File: src/rtl/mux_sel_arbiter.sv
// Round-robin arbiter for four level-sensitive sources driving the select lines of a
// downstream 4:1 mux; a grant is held until ack or until the optional timeout expires.
module mux_sel_arbiter #(
  parameter int TIMEOUT = 15
) (
  input  logic clk,
  input  logic rst_n,
  input  logic req0,
  input  logic req1,
  input  logic req2,
  input  logic req3,
  input  logic ack,
  output logic s0,
  output logic s1,
  output logic valid,
  output logic grant0,
  output logic grant1,
  output logic grant2,
  output logic grant3,
  output logic timeout
);

  localparam int CW = (TIMEOUT > 0) ? $clog2(TIMEOUT + 1) : 1;
  localparam logic [CW-1:0] CNT_LAST = (TIMEOUT > 0) ? CW'(TIMEOUT - 1) : '0;

  typedef enum logic {
    IDLE  = 1'b0,
    GRANT = 1'b1
  } state_t;

  state_t        state_reg, state_next;
  logic [1:0]    ptr_reg, ptr_next;
  logic [1:0]    sel_reg, sel_next;
  logic [CW-1:0] cnt_reg, cnt_next;
  logic          timeout_reg, timeout_next;

  logic [3:0]    req_vec;
  logic [3:0]    grant_vec;
  logic [1:0]    winner;
  logic          any_req;

  assign req_vec = {req3, req2, req1, req0};

  // Scan from the farthest offset down so the nearest requester to ptr is the last write.
  always_comb begin
    winner  = ptr_reg;
    any_req = 1'b0;
    for (int i = 3; i >= 0; i--) begin
      if (req_vec[ptr_reg + 2'(i)]) begin
        winner  = ptr_reg + 2'(i);
        any_req = 1'b1;
      end
    end
  end

  always_comb begin
    state_next   = state_reg;
    ptr_next     = ptr_reg;
    sel_next     = sel_reg;
    cnt_next     = cnt_reg;
    timeout_next = 1'b0;
    case (state_reg)
      IDLE: begin
        if (any_req) begin
          sel_next   = winner;
          cnt_next   = '0;
          state_next = GRANT;
        end
      end
      GRANT: begin
        if (ack) begin
          state_next = IDLE;
          ptr_next   = sel_reg + 2'd1;
        end else if (TIMEOUT > 0) begin
          // ack has priority, so the abandon path is only reached with ack low
          if (cnt_reg == CNT_LAST) begin
            state_next   = IDLE;
            ptr_next     = sel_reg + 2'd1;
            timeout_next = 1'b1;
          end else begin
            cnt_next = cnt_reg + CW'(1);
          end
        end
      end
      default: state_next = IDLE;
    endcase
  end

  always_ff @(posedge clk or negedge rst_n) begin
    if (!rst_n) begin
      state_reg   <= IDLE;
      ptr_reg     <= 2'd0;
      sel_reg     <= 2'd0;
      cnt_reg     <= '0;
      timeout_reg <= 1'b0;
    end else begin
      state_reg   <= state_next;
      ptr_reg     <= ptr_next;
      sel_reg     <= sel_next;
      cnt_reg     <= cnt_next;
      timeout_reg <= timeout_next;
    end
  end

  assign valid   = (state_reg == GRANT);
  assign s0      = sel_reg[0];
  assign s1      = sel_reg[1];
  assign timeout = timeout_reg;

  for (genvar gi = 0; gi < 4; gi++) begin : g_grant
    assign grant_vec[gi] = valid && (sel_reg == 2'(gi));
  end

  assign grant0 = grant_vec[0];
  assign grant1 = grant_vec[1];
  assign grant2 = grant_vec[2];
  assign grant3 = grant_vec[3];

endmodule

File: config.mk
export PLATFORM = sky130hd
export DESIGN_NAME = mux_sel_arbiter
export DESIGN_NICKNAME = d
export VERILOG_FILES = /design/src/rtl/mux_sel_arbiter.sv
export SDC_FILE = /design/constraint.sdc
export NUM_CORES = 1
export LEC_CHECK = 0
export ABC_AREA = 0
export CAP_MARGIN = 30
export CORE_MARGIN = 10
export CORE_UTILIZATION = 42
export CTS_CLUSTER_DIAMETER = 50
export CTS_CLUSTER_SIZE = 20
export DETAILED_ROUTE_END_ITERATION = 16
export GPL_TIMING_DRIVEN = 0
export HOLD_SLACK_MARGIN = 0.08
export PLACE_DENSITY = 0.72
export SYNTH_ARGS = -nofsm -noshare
export SYNTH_HDL_FRONTEND = slang
export SYNTH_SLANG_ARGS = --single-unit
export TNS_END_PERCENT = 10
File: constraint.sdc
create_clock -name clk -period 1.5 [get_ports clk]
set_input_delay 0.3 -clock clk [delete_from_list [all_inputs] [get_ports clk]]
set_output_delay 0.3 -clock clk [all_outputs]
set_load 0.01 [all_outputs]
==> out/metrics.yaml <==
placed_design:
  gp_congestion: 0.6978
  placed_cells: 90
  post-dp-hpwl_um: 975.4
  numPortBuffers: 14
sta:
  slew_viol_final: 0
  worst_pin_slew_ns: 0.4363
  final-setup-viol-count: 2
  rsz0062_at_grt: "yes"
  skew_ns: 0.005028
  hold_viol_final: 0
  period_needed_ns: 1.557
  fmax_ghz: 0.6421
  setup_tns_ns: -0.09770
  post-route-period-util_pct: 103.8
  fin_ws_ns: -0.05749
  maxSlewHeadroom_pct: 70.82
setup_path:
  critPathArrivalTime_ns: 1.71
  setup.worst_path.class: "reg2reg"
  crit_fanout: 5
  required_ns: 1.65
  cp-start-kind: "flop"
  cp-end-kind: "flop"
  slowest_stage: "or3_4"
  regToRegSetupSlack_ns: -0.06
  path_buf_inv: 0
  crit_chain: "ha_2 > and3_4 > or3_4 > o211ai_2 > o31ai_2"
  crit_family: "simple AND/OR/NAND/NOR gates"
  slowest_delay_ns: 0.43
cts:
  clock_latency_ns: 0.26
  cts_tree: "built"
  cts_num_sinks: 10
  numCtsBuffers: 3
  cts_buffer_depth: 2
  htreeDepth: 1
  clock-root-buffer: "clkbuf_4"
  clkTransAtPathRegs_ns: 0.06
die:
  die-area_um2: 3465
  coreArea_um2: 1366
  rows: 13
  initial_core_util_pct: 46.43
  dieWidth_um: 58.87
  die_h_um: 58.87
  pin_count: 15
grt:
  track_usage_pct: 7.513
  grt_pass1_vias: 479
  antenna_found_initial: 0
  overflow: 0
  grt_pass1_wl_um: 2056
  grt_max_degree: 11
synth:
  synth.distinct_cells: 24
  yosysTopAreaCell: "dfrtp_1"
  synthCells: 61
  ys_seq_elements: 10
  synth.avg_cell_area_um2: 10.40
  syn_nets: 74
  synth.cell_area_um2: 634.4
  ys_seq_area_share_pct: 39.45
  synth_most_common_cell: "dfrtp_1"
  synth_top_flop_cell: "dfrtp_1"
  yosys-top-cells-count: "10 x dfrtp_1, 7 x o21ai_0, 6 x ha_1, 6 x inv_1, 4 x and2_2"
  ys_warn_count: 0
  synth_edf_count: 0
  async_flop_share_pct: 100.0
  synth_top_area_share_pct: 39.45
  synth_area_leaders: "dfrtp_1 39%, ha_1 12%, o21ai_0 5.5%"
route:
  drc: 0
  dr_total_vias: 524
  drt-initial-drc-count: 1
  firstDrtPassIters: 4
  top_layer_used: "met4"
  ant_nets: 0
  routedLengthMet1_um: 544
  wire_per_inst_um: 13.60
  wl_met2_um: 650
  drt_wl_total_um: 1333
  detail_route.vias_per_cell: 5.347
  wl_met3_um: 127
power_and_ir_drop:
  ir_drop_v: 0.001072
  powerDensity_nw_per_um2: 1661
  p_leak_nw: 0.4093
cells_and_area:
  diodes: 0
  area_growth_pct: 38.66
  final_nets: 98
  drive_gt1_share_pct: 44.58
  post-route-util_pct: 64.38
  stdcell_count: 98
  largest_reg_flops: 4
min_path:
  hp-class: "in2async"
run_status:
  violations: "setup timing"
  status: "finished, violations left"
job:
  maxCapViolations: 0
==> area by class of cell <==
cell class | instances | area [µm²]
flip-flops and latches | 10 | 252.7
inverters | 7 | 26.28
clock buffers | 3 | 22.52
repair buffers | 19 | 175.2
multi-input cells | 44 | 384.1
fillers | 111 | 486.7
well taps | 15 | 18.77
==> cell usage in the layout (no fill, tap or decap), types with 3 or more instances in the layout <==
master,count
and2_2,3
buf_4,5
buf_6,3
clkbuf_4,3
clkdlybuf4s50_1,6
dfrtp_1,8
dlygate4sd2_1,3
ha_2,5
inv_1,4
inv_2,3
nand2_1,3
nand3_1,3
nor2_1,3
o21ai_0,4
==> metrics by stage <==
| step | worst slack, ns | hold WS (ns) | total power [mW] | instance area [µm²] |
|---|---|---|---|---|
| after detailed placement | -0.3489 | 0.5018 | 1.181 | 793.3 |
| after floorplan | -0.07007 | 0.004409 | 0.8902 | 634.4 |
| after global placement | -0.3429 | 0.4975 | 1.157 | 793.3 |
| after global routing | -0.1168 | 0.3633 | 1.601 | 879.6 |
| final | -0.05749 | 0.3436 | 1.461 | 879.6 |
| after CTS | -0.03766 | 0.3571 | 1.379 | 820.8 |
==> path summary, 6_finish.rpt <==
check | startpoint | end | depth (start not counted)
max | cnt_reg[1]$_DFFE_PN0P_ | cnt_reg[2]$_DFFE_PN0P_ | 5
min | rst_n | ptr_reg[1]$_DFFE_PN0P_ | 1
max reg2reg | cnt_reg[1]$_DFFE_PN0P_ | cnt_reg[2]$_DFFE_PN0P_ | 5
min reg2reg | cnt_reg[3]$_DFFE_PN0P_ | cnt_reg[3]$_DFFE_PN0P_ | 1
max in group asynchronous | rst_n | sel_reg[0]$_DFFE_PN0P_ | 1
min in group clk | cnt_reg[3]$_DFFE_PN0P_ | cnt_reg[3]$_DFFE_PN0P_ | 1
==> layer usage <==
layer | up-vias | GRT usage [%]
met5 | - | 0
met4 | 0 | 1.967
met3 | 2 | 5.150
met2 | 16 | 11.71
met1 | 240 | 8.088
li1 | 266 | -
==> cells by family (layout without fill, tap and decap cells) <==
group	after synthesis	after routing	share of synthesized area (%)
compound gates	19	19	25.64
flops	10	10	39.45
mux	1	1	1.775
simple gates	17	18	15.38
fa+ha+maj	6	6	11.83
buf+inv	8	29	5.916
==> where the power goes <==
| part | internal (mW) | switching (mW) | total, mW |
|---|---|---|---|
| Sequential | 0.376 | 0.123 | 0.499 |
| Clock | 0.0922 | 0.0826 | 0.175 |
| Combinational | 0.409 | 0.378 | 0.787 |
==> timing repair <==
item	in CTS	in global routing
endpoints found under the setup margin	14	10
hold buffers	0	0
buffers inserted	4	1
cloned	0	1
resized for setup	26	14
pin swaps	1	5
(Power assumes the default switching activity.)
